**src/rtl/l4_multi_generator.sv**
```systemverilog
`timescale 1ns/1ps
// Multi-channel L4 trigger generator: samples masked per-channel flags, opens a readout window
// sized by the lowest-index firing channel, and tracks sources, retriggers and dropped events.
module l4_multi_generator #(
    parameter int unsigned NCH         = 4,
    parameter int unsigned NBLOCK_BITS = 8,
    parameter int unsigned CPB_LOG2    = 1,
    parameter int unsigned RETRIG_MODE = 0,
    parameter int unsigned DROP_BITS   = 16
) (
    input  logic                       clk_i,
    input  logic                       rst_n_i,
    input  logic [NCH-1:0]             l4_i,
    input  logic [NCH-1:0]             mask_i,
    input  logic [NCH*NBLOCK_BITS-1:0] blocks_i,
    input  logic                       drop_clr_i,
    output logic                       l4_o,
    output logic                       l4_new_o,
    output logic [NCH-1:0]             l4_src_o,
    output logic [NBLOCK_BITS-1:0]     l4_blocks_o,
    output logic [NCH-1:0]             l4_scaler_o,
    output logic [DROP_BITS-1:0]       drop_count_o
);

    localparam int unsigned CW = NBLOCK_BITS + CPB_LOG2 + 1;

    typedef enum logic [0:0] {StIdle, StActive} state_e;

    state_e                 state_q;
    logic [CW-1:0]          cnt_q;
    logic [NCH-1:0]         hit_q;
    logic [NBLOCK_BITS-1:0] nblk_q;
    logic [NCH-1:0]         src_q;
    logic [NBLOCK_BITS-1:0] blk_q;
    logic [NCH-1:0]         scaler_q;
    logic [1:0]             new_cnt_q;
    logic [DROP_BITS-1:0]   drop_q;

    logic [NCH-1:0]         hit_d;
    logic [NBLOCK_BITS-1:0] win_blocks_d;
    logic [CW-1:0]          load_val;
    logic                   evt;
    logic                   accept;
    logic                   drop;

    assign hit_d = l4_i & ~mask_i;

    // Lowest-index hit wins; scanning downwards leaves the lowest one in place.
    always_comb begin
        win_blocks_d = '0;
        for (int k = int'(NCH) - 1; k >= 0; k--) begin
            if (hit_d[k]) begin
                win_blocks_d = blocks_i[k*NBLOCK_BITS +: NBLOCK_BITS];
            end
        end
    end

    assign load_val = ((CW'(nblk_q) + CW'(1)) << CPB_LOG2) - CW'(1);
    assign evt      = |hit_q;
    assign accept   = evt && (state_q == StIdle || cnt_q == '0 || RETRIG_MODE != 0);
    assign drop     = evt && !accept;

    always_ff @(posedge clk_i or negedge rst_n_i) begin
        if (!rst_n_i) begin
            state_q   <= StIdle;
            cnt_q     <= '0;
            hit_q     <= '0;
            nblk_q    <= '0;
            src_q     <= '0;
            blk_q     <= '0;
            scaler_q  <= '0;
            new_cnt_q <= '0;
            drop_q    <= '0;
        end else begin
            hit_q    <= hit_d;
            nblk_q   <= win_blocks_d;
            scaler_q <= l4_i;

            if (accept) begin
                state_q   <= StActive;
                cnt_q     <= load_val;
                src_q     <= hit_q;
                blk_q     <= nblk_q;
                new_cnt_q <= 2'd2;
            end else begin
                if (state_q == StActive) begin
                    if (cnt_q == '0) begin
                        state_q <= StIdle;
                    end else begin
                        cnt_q <= cnt_q - CW'(1);
                    end
                end
                if (new_cnt_q != 2'd0) begin
                    new_cnt_q <= new_cnt_q - 2'd1;
                end
            end

            // Clear wins over a coincident drop; the counter saturates instead of wrapping.
            if (drop_clr_i) begin
                drop_q <= '0;
            end else if (drop && drop_q != '1) begin
                drop_q <= drop_q + DROP_BITS'(1);
            end
        end
    end

    assign l4_o         = (state_q == StActive);
    assign l4_new_o     = (new_cnt_q != 2'd0);
    assign l4_src_o     = src_q;
    assign l4_blocks_o  = blk_q;
    assign l4_scaler_o  = scaler_q;
    assign drop_count_o = drop_q;

endmodule

```
**config.mk**
```make
export PLATFORM = sky130hd
export DESIGN_NAME = l4_multi_generator
export DESIGN_NICKNAME = d
export VERILOG_FILES = /design/src/rtl/l4_multi_generator.sv
export SDC_FILE = /design/constraint.sdc
export NUM_CORES = 1
export LEC_CHECK = 0
export BUFFER_PORTS_ARGS = -buffer_cell sky130_fd_sc_hd__buf_2
export CORE_AREA = 3 3 61 106
export CTS_BUF_LIST = sky130_fd_sc_hd__clkbuf_16
export CTS_CLUSTER_DIAMETER = 30
export DETAILED_ROUTE_END_ITERATION = 10
export DIE_AREA = 0 0 64 109
export PLACE_DENSITY = 0.85
export SLEW_MARGIN = 20
export SYNTH_ARGS = -nofsm -noshare
export SYNTH_HDL_FRONTEND = slang
export SYNTH_SLANG_ARGS = --single-unit
export TNS_END_PERCENT = 1
```
**constraint.sdc**
```tcl
create_clock -name clk_i -period 2.75 [get_ports clk_i]
set_input_delay 0.55 -clock clk_i [delete_from_list [all_inputs] [get_ports clk_i]]
set_output_delay 0.55 -clock clk_i [all_outputs]
set_load 0.005 [all_outputs]
```
Word level (Yosys, flattened, before mapping)

Index checks and enable logic that the tools add are counted.

Add/sub/neg operators: 5
Eq/ne operators: 2
Muxes and demuxes: 14
Bitwise gates (word level): 3
Reduce and logical (&&, ||, !) cells: 12

Operators by type and width:

| cell                  | count |
|---|---|
| $mux 16               | 2 |
| $mux 8                | 4 |
| $mux 10               | 3 |
| $sub 10x1->10 const B | 2 |
| $add 16x1->16 const B | 1 |
| $ne 16x16->1 const B  | 1 |
| $logic_not 10->1      | 1 |
| $add 8x1->9 const B   | 1 |
| $reduce_bool 2->1     | 4 |
| $and 4x4->4           | 1 |
| $mux 2                | 2 |
| $not 4->4             | 1 |
| $reduce_or 4->1       | 1 |
| $logic_and 1x1->1     | 3 |
| $mux 1                | 3 |
| $ne 2x2->1 const B    | 1 |
| $reduce_and 2->1      | 1 |
| $sub 2x1->2 const B   | 1 |
| $logic_not 1->1       | 1 |
| $logic_or 1x1->1      | 1 |
| $not 1->1             | 1 |

Register bits: 57
Input port bits: 43
Output and inout bits: 34
Logic and storage cells: 45

Logic depth before layout (Yosys ltp)

Depth in word-level cells: 8
Mapped depth: 9
Mapped depth without buffers: 8

Worst setup path before layout

No wires, ideal clock.

Path type: reg-to-reg
From: reg cnt_q[0]
To: reg cnt_q[8]
Arrival: 2.218 ns
Data required time: 2.669 ns
Slack: 0.451 ns
Cell stages (with the launch flop): 8
Period minus slack after synthesis: 2.299 ns
Cell sequence: dfrtp_1 > inv_1 > ha_1 > or4b_4 > or3_4 > or4b_1 > and3_1 > o22ai_2

Cells in the longest elaborated chain, start to end: 5
Elaborated cells on any way between the ends: 10
Those cells by class: add/sub: 1; eq/ne: 1; mux: 3; reduce/logical: 5

RTL lines:

| element                                               | line | text |
|---|---|---|
| start: declaration                                    | 30   | `logic [CW-1:0] cnt_q;` |
| start signal: assignment                              | 81   | `cnt_q <= load_val;` |
| start signal: assignment                              | 90   | `cnt_q <= cnt_q - CW'(1);` |
| branches (longest 5 deep; another with $sub 10x1->10) | -    |  |

Parallel ways; which one is timed is not known. The select of a mux whose other input is x is not followed.
A chain may end at the register's enable or synchronous reset.

Final worst setup path

Same ends and word-level chain as after synthesis.

==> results by group <==
Timing
  • Min Hold Slack: between 0.2 and 0.25 ns
  • Setup TNS: 0 ns
  • Clock skew: roughly 0.0055 ns
  • Minimum clock period: between 2 and 2.5 ns
  • Final Slew Violations: 0
  • Unrepaired setup endpoints after global routing: false
  • F_max: around 410 MHz
  • Final Hold Vio Count: 0
  • Setup Viol. Count Final: 0
  • Final Cycle Share: between 80% and 90%
  • Final worst slack: ~0.34 ns
  • Slew margin rel.: between 30% and 40%
  • Tightest Pin Transition: ~0.92 ns

Logic synthesis
  • Synth Area per Inst: 9.12 um^2
  • Mapped Nets: ~380
  • Synthesized cell area: ~0.003 mm^2
  • Top cell type's share of synthesized area: between 40% and 50%
  • Seq/Total Area, Yosys: 47.5%
  • Area contributors post-synth: dfrtp_1 48%, nand2_1 6.8%, xor2_1 4.7%
  • Synth warnings: 0
  • Yosys top cell by area: dfrtp_1
  • Synth cell types: 42
  • EDFF count, synth: 0
  • Synthesized instance count: approximately 330
  • #FFs+latches synth: 57
  • Synth Flop Type: dfrtp_1
  • FFs w/ async S/R, synth: between 90% and 100%

Clocking
  • Root buffer cell: clkbuf_16
  • H-tree lvl count: 3
  • CTS tree: yes
  • Clk buf depth: 2
  • Worst skew pair latency: roughly 0.33 ns
  • Clock transition at path regs: roughly 0.050 ns
  • Num CTS Buffers: 9
  • Cts repair resizes: 0
  • CTS Hold Bufs: 0
  • Clk sinks: between 50 and 60
  • Postcts setup bufs: 0

GRT
  • Vias in the first global route: roughly 2700
  • Total GRT Usage: around 22%
  • First-pass GRT wire length: between 10 and 15 mm
  • Total gr overflow: 0
  • Largest net degree at the start of global routing: 31
  • Initial antenna violation count: 0

Drt
  • Remaining DRCs: 0
  • Total Wirelength: just under 7 mm
  • WL per Instance: 14.4 um
  • DR vias: between 2000 and 3000
  • Initial DRC count: 200
  • Antenna-violating nets left: 0
  • Drt pass-1 iters: 4
  • Drt via density: 5.57

Power and ir drop
  • Pwr/cell area: slightly below 800 mW/mm^2
  • Comb power frac: 22.7%
  • Worst IR Drop VDD: between 0.0004 and 0.0005 V
  • Switch Pwr: between 0.8 and 0.9 mW
  • Leakage power: around 1.9 nW
  • Seq pwr share: between 40% and 50%
  • Net Sw Frac: roughly 30%
  • Clock power share: 35.5%
  • P_int: 2.04 mW

Worst hold path
  • Worst Hold Class: input port to async pin

Worst setup path
  • Req. time, crit path: about 3 ns
  • Crit-path max FO: 5
  • Startpoint types: register
  • Critical path endpoint category: register
  • Setup CP Type: register to register
  • Worst Path Arrival: ~2.7 ns

Floorplan
  • Initial Utilization: between 50% and 60%
  • DIE AREA: around 0.0070 mm^2
  • Row count: 36
  • Boundary pin count: slightly below 80
  • Core ar.: roughly 0.0056 mm^2
  • Die extent in x: ~64 um
  • Die Y: ~110 um

Final layout
  • Nets@finish: 452
  • Final instance area: 0.00374 mm^2
  • Layout cells sized above 1: 24.8%
  • N_diodes: 0
  • Layout area overhead: 24.6%

Placed design
  • Area post-placement: 0.00347 mm^2
  • Detail Placement HPWL: 5.15 mm
  • Pre-CTS WS: 0.339 ns
  • # port buffers: 76
  • Gpl congestion: ~0.82

Outcome
  • Outcome: finished clean

Flow run
  • Maxcap violations: 0
power groups by stage:
stage	logic (mW)	clock network, mW	registers, mW
floorplan	0.440	0	1.18
global placement	0.632	0	1.21
detailed placement	0.666	0	1.22
CTS	0.673	1.04	1.21
global route	0.761	1.08	1.24
finish	0.659	1.03	1.21
critical path, cell delays in order, from the launching register on:
cell and delay (ns):
dfrtp_1 0.40, inv_1 0.07, ha_1 0.19, or4b_4 0.51
or3_4 0.37, or4b_1 0.50, and3_1 0.18, o22ai_2 0.11
cell usage after synthesis (all sizes together) (5+ instances only):
| library cell | instances |
|---|---|
| inv | 6 |
| mux2i | 5 |
| nor2 | 34 |
| xor2 | 16 |
| ha | 5 |
| buf | 5 |
| nand3 | 13 |
| xnor2 | 12 |
| o21ai | 19 |
| nand2 | 54 |
| or3 | 6 |
| nand4 | 5 |
| a22oi | 8 |
| dfrtp | 57 |
| clkbuf | 14 |
| a21oi | 18 |
| and3 | 8 |
| nor2b | 7 |
flip-flops by register name (all words and copies together) (netlist names):
| signal | flops |
|---|---|
| l4_o | 1 |
| l4_blocks_o | 8 |
| cnt_q | 10 |
| drop_count_o | 16 |
| l4_scaler_o | 4 |
| new_cnt_q | 2 |
| nblk_q | 8 |
| hit_q | 4 |
| l4_src_o | 4 |
stage by stage:
stage / utilization, % / std cells / total power [mW]
after floorplan: - / 329 / 1.62
after global placement: 61.6 / 469 / 1.84
after detailed placement: 61.6 / 469 / 1.88
after CTS: 66.4 / 484 / 2.92
after global routing: 66.4 / 484 / 3.09
final: 66.4 / 484 / 2.90
per-layer routing:
layer	part of all wire (%)	global-route usage, %	wire, um
met2	57	41.9	3960
met5	0	0	0
met1	36	21.9	2500
met3	4.7	5.57	327
met4	2.5	10.5	171
final timing paths:
path	slack, ns	depth (start not counted)	start	to
setup / recovery	0.34	7	cnt_q[0]	cnt_q[8]
hold / removal	0.24	1	rst_n_i	drop_count_o[12]
setup reg to reg	0.34	7	cnt_q[0]	cnt_q[8]
hold reg to reg	0.48	2	l4_blocks_o[0]	l4_blocks_o[0]
max in group asynchronous	1.92	2	rst_n_i	nblk_q[7]
min in group clk_i	0.34	1	l4_i[2]	l4_scaler_o[2]
cell families after synthesis:
family	Yosys count	share of synthesized area, %
adders and majority gates	5	2.08
buffers and inverters	25	3.29
muxes	5	1.67
xor gates and xnor gates	28	8.17
DFF	57	47.5
and+or+nand+nor	148	23.8
AOI/OAI and AO/OA	61	13.4
cell type report:
| class | count | area (um^2) |
|---|---|---|
| clock inverters | 6 | 50.0 |
| well taps | 76 | 95.1 |
| inverters | 6 | 22.5 |
| clock buffers | 9 | 225 |
| multi-input cells | 247 | 1480 |
| flip-flops and latches | 57 | 1430 |
| fillers | 462 | 1890 |
| repair buffers | 83 | 445 |
cells in the final DEF (no fill, tap or decap), types with 2 or more instances in the layout:
cell and count:
nor3_1 3, o21ai_0 19, a31oi_1 2, xnor2_1 12, ha_1 5, nor4_1 4
or2_2 2, mux2i_1 5, buf_2 76, nand2_1 54, dfrtp_1 57, and4_1 2
and3_1 8, nor4b_1 2, nor2b_1 7, o221ai_1 2, nand2b_1 2, clkbuf_16 9
clkinv_1 4, a21oi_1 18, xor2_1 16, a41o_1 2, a22oi_1 8, nand4_1 5
or3_1 5, inv_1 6, nand3_1 13, a22o_1 2, or4_1 3, nor2_1 34
buf_4 6
(Power assumes the default switching activity.)
